[src/rtl/reg_file_arbiter_amisha_if.sv]
// Bundle between the two requesters / register file (master side) and the
// arbiter-sequencer (slave side).
interface reg_file_arbiter_amisha_if #(
    parameter int DATA_WIDTH = 8,
    parameter int ADDR_WIDTH = 2
);
    logic                  req0_amisha;
    logic                  we0_amisha;
    logic [ADDR_WIDTH-1:0] addr0_amisha;
    logic [DATA_WIDTH-1:0] wdata0_amisha;

    logic                  req1_amisha;
    logic                  we1_amisha;
    logic [ADDR_WIDTH-1:0] addr1_amisha;
    logic [DATA_WIDTH-1:0] wdata1_amisha;

    logic                  done0_amisha;
    logic                  done1_amisha;
    logic [DATA_WIDTH-1:0] rdata_amisha;
    logic                  busy_amisha;

    logic                  rf_wr_en_amisha;
    logic [ADDR_WIDTH-1:0] rf_w_addr_amisha;
    logic [DATA_WIDTH-1:0] rf_w_data_amisha;
    logic [ADDR_WIDTH-1:0] rf_r_addr_amisha;
    logic [DATA_WIDTH-1:0] rf_r_data_amisha;

    modport master (
        output req0_amisha, we0_amisha, addr0_amisha, wdata0_amisha,
        output req1_amisha, we1_amisha, addr1_amisha, wdata1_amisha,
        output rf_r_data_amisha,
        input  done0_amisha, done1_amisha, rdata_amisha, busy_amisha,
        input  rf_wr_en_amisha, rf_w_addr_amisha, rf_w_data_amisha, rf_r_addr_amisha
    );

    modport slave (
        input  req0_amisha, we0_amisha, addr0_amisha, wdata0_amisha,
        input  req1_amisha, we1_amisha, addr1_amisha, wdata1_amisha,
        input  rf_r_data_amisha,
        output done0_amisha, done1_amisha, rdata_amisha, busy_amisha,
        output rf_wr_en_amisha, rf_w_addr_amisha, rf_w_data_amisha, rf_r_addr_amisha
    );
endinterface

[src/rtl/reg_file_arbiter_amisha.sv]
// Two-requester round-robin arbiter that serializes single read/write
// transactions onto a 1W/1R register file, three cycles per transaction.
module reg_file_arbiter_amisha #(
    parameter int DATA_WIDTH = 8,
    parameter int ADDR_WIDTH = 2
) (
    input logic                      clk_amisha,
    input logic                      reset_amisha,
    reg_file_arbiter_amisha_if.slave bus
);
    typedef enum logic [1:0] {
        IDLE   = 2'd0,
        ACCESS = 2'd1,
        RESP   = 2'd2
    } state_t;

    state_t                state;
    state_t                state_nxt;

    logic                  ptr;
    logic                  ptr_nxt;

    logic                  lat_we;
    logic                  lat_we_nxt;
    logic [ADDR_WIDTH-1:0] lat_addr;
    logic [ADDR_WIDTH-1:0] lat_addr_nxt;
    logic [DATA_WIDTH-1:0] lat_wdata;
    logic [DATA_WIDTH-1:0] lat_wdata_nxt;
    logic                  lat_id;
    logic                  lat_id_nxt;

    logic [DATA_WIDTH-1:0] rdata_q;
    logic [DATA_WIDTH-1:0] rdata_nxt;

    logic                  any_req;
    logic                  grant;

    always_ff @(posedge clk_amisha or posedge reset_amisha) begin
        if (reset_amisha) begin
            state     <= IDLE;
            ptr       <= 1'b0;
            lat_we    <= 1'b0;
            lat_addr  <= '0;
            lat_wdata <= '0;
            lat_id    <= 1'b0;
            rdata_q   <= '0;
        end else begin
            state     <= state_nxt;
            ptr       <= ptr_nxt;
            lat_we    <= lat_we_nxt;
            lat_addr  <= lat_addr_nxt;
            lat_wdata <= lat_wdata_nxt;
            lat_id    <= lat_id_nxt;
            rdata_q   <= rdata_nxt;
        end
    end

    // Pointer only breaks ties; a lone requester always wins.
    always_comb begin
        any_req = bus.req0_amisha | bus.req1_amisha;
        if (bus.req0_amisha && bus.req1_amisha) begin
            grant = ptr;
        end else begin
            grant = bus.req1_amisha;
        end
    end

    always_comb begin
        state_nxt     = state;
        ptr_nxt       = ptr;
        lat_we_nxt    = lat_we;
        lat_addr_nxt  = lat_addr;
        lat_wdata_nxt = lat_wdata;
        lat_id_nxt    = lat_id;
        rdata_nxt     = rdata_q;

        unique case (state)
            IDLE: begin
                if (any_req) begin
                    lat_id_nxt = grant;
                    if (grant) begin
                        lat_we_nxt    = bus.we1_amisha;
                        lat_addr_nxt  = bus.addr1_amisha;
                        lat_wdata_nxt = bus.wdata1_amisha;
                    end else begin
                        lat_we_nxt    = bus.we0_amisha;
                        lat_addr_nxt  = bus.addr0_amisha;
                        lat_wdata_nxt = bus.wdata0_amisha;
                    end
                    state_nxt = ACCESS;
                end
            end
            ACCESS: begin
                // The register file commits the write on this same edge.
                if (!lat_we) begin
                    rdata_nxt = bus.rf_r_data_amisha;
                end
                state_nxt = RESP;
            end
            RESP: begin
                ptr_nxt   = ~lat_id;
                state_nxt = IDLE;
            end
            default: begin
                state_nxt = IDLE;
            end
        endcase
    end

    // All outputs decode from registered state only.
    assign bus.busy_amisha      = (state != IDLE);
    assign bus.rf_wr_en_amisha  = (state == ACCESS) && lat_we;
    assign bus.rf_w_addr_amisha = lat_addr;
    assign bus.rf_r_addr_amisha = lat_addr;
    assign bus.rf_w_data_amisha = lat_wdata;
    assign bus.done0_amisha     = (state == RESP) && !lat_id;
    assign bus.done1_amisha     = (state == RESP) && lat_id;
    assign bus.rdata_amisha     = rdata_q;

    a_done_onehot: assert property (@(posedge clk_amisha) disable iff (reset_amisha)
        !(bus.done0_amisha && bus.done1_amisha));

    a_done_in_resp: assert property (@(posedge clk_amisha) disable iff (reset_amisha)
        (bus.done0_amisha || bus.done1_amisha) |-> (state == RESP));

    a_wr_in_access: assert property (@(posedge clk_amisha) disable iff (reset_amisha)
        bus.rf_wr_en_amisha |-> (state == ACCESS));

    a_resp_to_idle: assert property (@(posedge clk_amisha) disable iff (reset_amisha)
        (state == RESP) |=> (state == IDLE));
endmodule

[src/flat_wrapper.sv]
// flat-port wrapper written by rule: the top's interface ports become plain ports
module reg_file_arbiter_amisha_flat 
#(
    parameter int DATA_WIDTH = 8,
    parameter int ADDR_WIDTH = 2
)
  (clk_amisha, reset_amisha, bus_req0_amisha, bus_we0_amisha, bus_addr0_amisha, bus_wdata0_amisha, bus_req1_amisha, bus_we1_amisha, bus_addr1_amisha, bus_wdata1_amisha, bus_rf_r_data_amisha, bus_done0_amisha, bus_done1_amisha, bus_rdata_amisha, bus_busy_amisha, bus_rf_wr_en_amisha, bus_rf_w_addr_amisha, bus_rf_w_data_amisha, bus_rf_r_addr_amisha);
  reg_file_arbiter_amisha_if #(.DATA_WIDTH(DATA_WIDTH), .ADDR_WIDTH(ADDR_WIDTH)) bus_i ();
  input logic clk_amisha;
  input logic reset_amisha;
  input wire logic [$bits(bus_i.req0_amisha)-1:0] bus_req0_amisha;
  input wire logic [$bits(bus_i.we0_amisha)-1:0] bus_we0_amisha;
  input wire logic [$bits(bus_i.addr0_amisha)-1:0] bus_addr0_amisha;
  input wire logic [$bits(bus_i.wdata0_amisha)-1:0] bus_wdata0_amisha;
  input wire logic [$bits(bus_i.req1_amisha)-1:0] bus_req1_amisha;
  input wire logic [$bits(bus_i.we1_amisha)-1:0] bus_we1_amisha;
  input wire logic [$bits(bus_i.addr1_amisha)-1:0] bus_addr1_amisha;
  input wire logic [$bits(bus_i.wdata1_amisha)-1:0] bus_wdata1_amisha;
  input wire logic [$bits(bus_i.rf_r_data_amisha)-1:0] bus_rf_r_data_amisha;
  output wire logic [$bits(bus_i.done0_amisha)-1:0] bus_done0_amisha;
  output wire logic [$bits(bus_i.done1_amisha)-1:0] bus_done1_amisha;
  output wire logic [$bits(bus_i.rdata_amisha)-1:0] bus_rdata_amisha;
  output wire logic [$bits(bus_i.busy_amisha)-1:0] bus_busy_amisha;
  output wire logic [$bits(bus_i.rf_wr_en_amisha)-1:0] bus_rf_wr_en_amisha;
  output wire logic [$bits(bus_i.rf_w_addr_amisha)-1:0] bus_rf_w_addr_amisha;
  output wire logic [$bits(bus_i.rf_w_data_amisha)-1:0] bus_rf_w_data_amisha;
  output wire logic [$bits(bus_i.rf_r_addr_amisha)-1:0] bus_rf_r_addr_amisha;
  assign bus_i.req0_amisha = bus_req0_amisha;
  assign bus_i.we0_amisha = bus_we0_amisha;
  assign bus_i.addr0_amisha = bus_addr0_amisha;
  assign bus_i.wdata0_amisha = bus_wdata0_amisha;
  assign bus_i.req1_amisha = bus_req1_amisha;
  assign bus_i.we1_amisha = bus_we1_amisha;
  assign bus_i.addr1_amisha = bus_addr1_amisha;
  assign bus_i.wdata1_amisha = bus_wdata1_amisha;
  assign bus_i.rf_r_data_amisha = bus_rf_r_data_amisha;
  assign bus_done0_amisha = bus_i.done0_amisha;
  assign bus_done1_amisha = bus_i.done1_amisha;
  assign bus_rdata_amisha = bus_i.rdata_amisha;
  assign bus_busy_amisha = bus_i.busy_amisha;
  assign bus_rf_wr_en_amisha = bus_i.rf_wr_en_amisha;
  assign bus_rf_w_addr_amisha = bus_i.rf_w_addr_amisha;
  assign bus_rf_w_data_amisha = bus_i.rf_w_data_amisha;
  assign bus_rf_r_addr_amisha = bus_i.rf_r_addr_amisha;
  reg_file_arbiter_amisha #(.DATA_WIDTH(DATA_WIDTH), .ADDR_WIDTH(ADDR_WIDTH)) u_core (.clk_amisha(clk_amisha), .reset_amisha(reset_amisha), .bus(bus_i));
endmodule
[config.mk]
export PLATFORM = sky130hd
export DESIGN_NAME = reg_file_arbiter_amisha_flat
export DESIGN_NICKNAME = d
export VERILOG_FILES = /design/src/rtl/reg_file_arbiter_amisha_if.sv /design/src/rtl/reg_file_arbiter_amisha.sv /design/src/flat_wrapper.sv
export SDC_FILE = /design/constraint.sdc
export NUM_CORES = 1
export LEC_CHECK = 0
export CAP_MARGIN = 10
export CORE_MARGIN = 2
export CORE_UTILIZATION = 39
export CTS_CLUSTER_DIAMETER = 60
export CTS_CLUSTER_SIZE = 14
export DETAILED_ROUTE_END_ITERATION = 8
export PLACE_DENSITY = 0.89
export SLEW_MARGIN = 20
export SYNTH_ARGS = -nofsm -noshare
export SYNTH_HDL_FRONTEND = slang
export SYNTH_SLANG_ARGS = --single-unit
[constraint.sdc]
create_clock -name clk_amisha -period 1.5 [get_ports clk_amisha]
set_input_delay 0.15 -clock clk_amisha [delete_from_list [all_inputs] [get_ports clk_amisha]]
set_output_delay 0.15 -clock clk_amisha [all_outputs]
set_load 0.02 [all_outputs]
==> results of run 1 <==
[where the power goes]
group	leakage (uW)	internal, uW	total [uW]	switching (uW)
logic	0.000497	1030	2060	1030
clock network	0.0000177	99.6	292	192
registers	0.000266	935	1140	207
total	0.000780	2070	3490	1420
[logic make-up after synthesis]
group	after synthesis	synth area share, %
AO/OA/AOI/OAI	34	20.8
AND/OR/NAND/NOR	25	13.1
flip-flops	23	49.7
buffers and inverters	14	7.03
multiplexers	8	9.41
[worst max-delay path by stage]
| stage | from | to | slack (ps) | cells after the start |
|---|---|---|---|---|
| after detailed placement | u_core.state[1] | bus_done1_amisha | -40 | 3 |
| after floorplan | u_core.state[1] | u_core.bus.rdata_amisha[1] | 280 | 4 |
| final | u_core.bus.rf_w_data_amisha[1] | bus_rf_w_data_amisha[1] | 50 | 1 |
| after global placement | u_core.state[1] | bus_done1_amisha | 30 | 3 |
| after CTS | u_core.state[1] | bus_done1_amisha | -20 | 3 |
| after global routing | u_core.bus.rf_w_data_amisha[5] | bus_rf_w_data_amisha[5] | 0.2 | 1 |
[worst register-to-register path, cell delays in order, from the launching register on]
cell     delay (ps)
dfrtp_1         440
nor2b_4         180
nor2b_4         320
mux2_2          380
[sequential cells by signal, summed over array words and instances, names as in the netlist]
register / cells
u_core.state: 2
u_core.bus.rf_r_addr_amisha: 2
u_core.bus.rf_w_data_amisha: 8
u_core.lat_we: 1
u_core.lat_id: 1
u_core.bus.rdata_amisha: 8
u_core.ptr: 1
[repair_timing]
item,4_1_cts,5_1_grt
setup buffers,0,0
setup endpoints to repair,6,12
resized for setup,11,13
hold endpoints to repair,0,0
[metal layers]
metal | wire [microns] | part of all wire (%) | track usage (%) | vias to the layer above
met5 | 0 | 0 | 0 | -
met4 | 14 | 0.50 | 5.98 | 0
met3 | 309 | 11 | 4.40 | 2
met2 | 1350 | 48 | 29.5 | 58
met1 | 1150 | 41 | 20.3 | 445
li1 | - | - | - | 481
[final cells by class]
cell class                      instances  area [sq um]
Clock buffer                            3          22.5
Clock inverter                          1          5.00
Fill cell                             219           996
Inverter                                4          15.0
Multi-Input combinational cell         67           510
Sequential cell                        23           576
Tap cell                               31          38.8
Timing Repair Buffer                   63           618
[layout by cell type (no fill, tap or decap), types with 2 or more instances in the layout]
master and count:
nand3_1 12, buf_4 6, nor2_1 2, o21ai_0 12, clkbuf_4 3, inv_1 4
dlymetal6s2s_1 8, buf_2 2, a21oi_1 11, nor2b_4 3, a31oi_2 9, a31oi_1 2
clkdlybuf4s50_1 44, mux2_2 3, dfrtp_1 23, mux2_4 5, dlygate4sd2_1 2, and2_1 3
[metrics by stage]
step / hold slack [ps] / setup slack [ps] / power [uW]
6_report: 163 / 53.8 / 3490
5_1_grt: 181 / 0.243 / 3710
4_1_cts: 166 / -20.0 / 3540
3_5_place_dp: 490 / -40.1 / 3270
3_3_place_gp: 479 / 26.2 / 3210
2_1_floorplan: 152 / 276 / 2440
==> results.txt, run 1 <==
synth cell count leaders - 23 x dfrtp_1, 12 x nand3_1, 12 x o21ai_0, 11 x a21oi_1, 9 x a31oi_2
H-tree depth - 1
r2r endpoint - u_core.bus.rdata_amisha[1]
CORE AREA - 0.00278 sq mm
Seq/Total Area, Yosys - 49.7%
final std cells w/o fill - 192
via count - 986
Synth Cell Area - 0.00116 sq mm
nets@finish - 196
Final Core Density - 64.2%
crit-path cells - clkdlybuf4s50_1
Final Skew - 7.24 ps
Setup violations, final - 0
Critical Path Fanout Max - 2
Post-synth EDFFs - 0
ranking of synthesized cells by area - dfrtp_1 50%, a31oi_2 9.7%, mux2_4 6.5%, nand3_1 5.2%, o21ai_0 5.2%
CTS Buf Count - 3
Yosys top cell by area - dfrtp_1
Max clock buf depth - 2
R2R setup slack - 90 ps
crit path launch type - register
Final Cycle Share - 96.4%
PwrDens - 1960 mW/mm^2
placed instance area - 0.00175 sq mm
worst path bufs/invs - 1
DIE WIDTH - 58.5 microns
initial antenna violation count - 0
DRT Pass-1 Iters - 4
reg2reg start - u_core.state[0]
Initial Util - 41.6%
Synth top area share - 49.7%
Critical Path RT - 1350 ps
number of buffers added on ports - 57
total track usage - 17.0%
num ports - 58
CTS tree - built
Setup crit end kind - output port
final WL - 2.83 mm
Synth cell types - 20
Root Driver - clkbuf_4
min-delay worst type - in -> async
Clk pin slew, worst setup/hold paths - 130 ps
Slew headroom - 72.3%
drt drc - 0
Critical Path AT - 1300 ps
Max-Cap Viols - 0
vias per std cell - 5.14
most common cell in the synthesized netlist - dfrtp_1
outcome - completed
Avg Cell Area, Syn - 11.1 sq um
post-synthesis register bit count - 23
design area - 0.00179 sq mm
worst skew pair latency - 310 ps
synthesized instance count - 104
antenna cells - 0
Area Growth Syn to Fin - 54.3%
Peak supply drop - 1.23 mV
largest net degree at the start of global routing - 24
fin crit period - 1450 ps
routed len/inst - 14.7 microns
Leak - 0.000780 uW
Crit Path Class - reg -> out
ANT nets after route - 0
Final Slew Violations - 0
first-pass GRT wire length - 4.44 mm
critical path's top delay family - buffers and inverters
RSZ-0062 raised after global routing - no
peak per-stage delay on the critical path - 610 ps
hold_buf cts - 0
Slew @ Worst Pin - 416 ps
Yosys warning count - 0
Syn Nets - 138
# clock sinks - 23
top_reg_cell synth - dfrtp_1
slowest CP cell - clkdlybuf4s50_1
vias in the first global route - 1025
GR Overflow Total - 0
Chip Height - 58.5 microns
Final Hold Viols - 0
Final Wtd Congestion - 0.798
placed insts - 188
placement row count - 19
total die area - 0.00342 sq mm
worst reg2reg path depth - 3
FFs w/ async S/R, synth - 100%
share of cells above drive strength 1 - 21.7%
HPWL after detailed placement - 2.15 mm
Peak Freq - 691 MHz
setup tns final - 0 ps
Iter 0 DRT Violations - 33
Note: power is estimated with default switching activity, not from simulation.
==> run 2, diff against run 1 <==
- CTS_CLUSTER_SIZE: 14 -> not set
- clock period: 1.5 -> 1.4 ns (I/O delays scaled with it)
==> run 2 against run 1 <==
Net effect:
- first-iteration DRC count decreased by 39%
- sequential power increased by 9%
- final cell count increased by 2.1%
- combinational power increased by 3%
- register-to-register slack got worse by 30 ps
- via count increased by 5.3%
- design area increased by 0.14%
- die area unchanged
- clock skew decreased by 3.0 ps
- sequential share of layout area increased by 0.095 points
- critical path type unchanged
- critical endpoint is now bus_rf_wr_en_amisha
==> results.txt, run 2 (synthesized netlist as in run 1, its figures left out) <==
outcome - completed
share of cells above drive strength 1 - 24.8%
CTS Buf Count - 3
worst path bufs/invs - 1
Iter 0 DRT Violations - 20
Max clock buf depth - 2
initial antenna violation count - 0
Final Cycle Share - 96.8%
met1 wire length - 1.12 mm
most frequent cells in the layout - 33 x clkdlybuf4s50_1, 21 x dfrtp_1, 20 x dlygate4sd2_1
crit-path cells - nor2b_4 -> and2_1 -> buf_2
peak per-stage delay on the critical path - 460 ps
Leak - 0.000758 uW
critical path's top delay family - flip-flops
fin worst setup slack - 44.8 ps
antenna cells - 0
ANT nets after route - 0
Slew @ Worst Pin - 441 ps
WL met2 - 1.49 mm
DIE WIDTH - 58.5 microns
placement row count - 19
Critical Path AT - 1220 ps
num ports - 58
fin crit period - 1360 ps
setup tns final - 0 ps
HPWL after detailed placement - 2.24 mm
via count - 1038
first-pass GRT wire length - 4.82 mm
most common cell after layout, fill and taps aside - clkdlybuf4s50_1
vias in the first global route - 1088
Chip Height - 58.5 microns
Slew headroom - 70.6%
Critical Path Fanout Max - 3
routed len/inst - 14.8 microns
CORE AREA - 0.00278 sq mm
drt drc - 0
Critical Path RT - 1260 ps
largest net degree at the start of global routing - 24
Area Growth Syn to Fin - 54.5%
nets@finish - 200
Max-Cap Viols - 0
Place WS - -141 ps
worst skew pair latency - 300 ps
Final Hold Viols - 0
total die area - 0.00342 sq mm
Final Core Density - 64.3%
number of buffers added on ports - 57
Final Wtd Congestion - 0.782
Final Skew - 4.20 ps
# clock sinks - 23
min-delay worst type - in -> async
Final Slew Violations - 0
Clk pin slew, worst setup/hold paths - 130 ps
Peak Freq - 738 MHz
Initial Util - 41.6%
met3 wire len - 277 microns
hold slack - 156 ps
overall power - 3670 uW
PwrDens - 2050 mW/mm^2
Root Driver - clkbuf_4
total track usage - 18.5%
Peak supply drop - 1.33 mV
Max Used Layer - met4
GR Overflow Total - 0
CTS tree - built
Setup crit end kind - output port
DRT Pass-1 Iters - 4
final WL - 2.91 mm
Setup violations, final - 0
crit path launch type - register
vias per std cell - 5.30
H-tree depth - 1
Crit Path Class - reg -> out
slowest CP cell - dfrtp_2
-- run 2: cell types whose count changed in the layout (fill, tap and decap cells not counted), moves of 2 or more --
cell,before,now
dlygate4sd2_1,2,20
clkdlybuf4s50_1,44,33
dlymetal6s2s_1,8,0
buf_4,6,9
dfrtp_1,23,21
dfrtp_2,0,2
-- run 2: final cells by class --
| class | count | area [sq um] |
|---|---|---|
| clock buffer | 4 | 26.3 |
| fill | 219 | 993 |
| inverter | 4 | 15.0 |
| multi-input combinational | 67 | 510 |
| sequential | 23 | 578 |
| tap | 31 | 38.8 |
| timing repair buffer | 67 | 619 |
-- run 2: routing by layer --
| metal | vias up | track usage [%] |
|---|---|---|
| li1 | 487 | - |
| met1 | 495 | 22.4 |
| met2 | 54 | 32.1 |
| met3 | 2 | 4.40 |
| met4 | 0 | 6.31 |
| met5 | - | 0 |
-- run 2: repair_timing --
action,CTS,global route
gates cloned,0,0
gates resized for setup,39,4
pin swaps,1,0
hold buffers,0,0
buffers inserted,3,0
endpoints found under the setup margin,27,11
-- run 2: worst paths after layout --
check / from / to / slack (ps) / depth (start not counted)
worst max register to register: u_core.state[0] / u_core.bus.rdata_amisha[2] / 60 / 4
worst min-delay path: reset_amisha / u_core.bus.rdata_amisha[3] / 160 / 3
worst min register to register: u_core.bus.rdata_amisha[0] / u_core.bus.rdata_amisha[0] / 520 / 1
max in group asynchronous: reset_amisha / u_core.state[0] / 1000 / 3
min in group clk_amisha: bus_wdata0_amisha[5] / u_core.bus.rf_w_data_amisha[5] / 400 / 3
worst max-delay path: u_core.state[0] / bus_rf_wr_en_amisha / 40 / 3
-- run 2: per-stage QoR --
step,cell area [sq um],cells
after CTS,1780,196
after detailed placement,1750,189
after global routing,1790,196
after global placement,1750,189
final,1790,196
after floorplan,1160,104
-- run 2: power breakdown --
| part | total (uW) | internal [uW] | leakage, uW | switching, uW |
|---|---|---|---|---|
| Combinational | 2130 | 1010 | 0.000479 | 1120 |
| Clock | 304 | 111 | 0.0000150 | 194 |
| Sequential | 1240 | 1010 | 0.000263 | 229 |
-- run 2: worst min-delay path, cell delays in order --
cell             delay, ps
clkdlybuf4s50_1        390
inv_1                   50
buf_4                  280
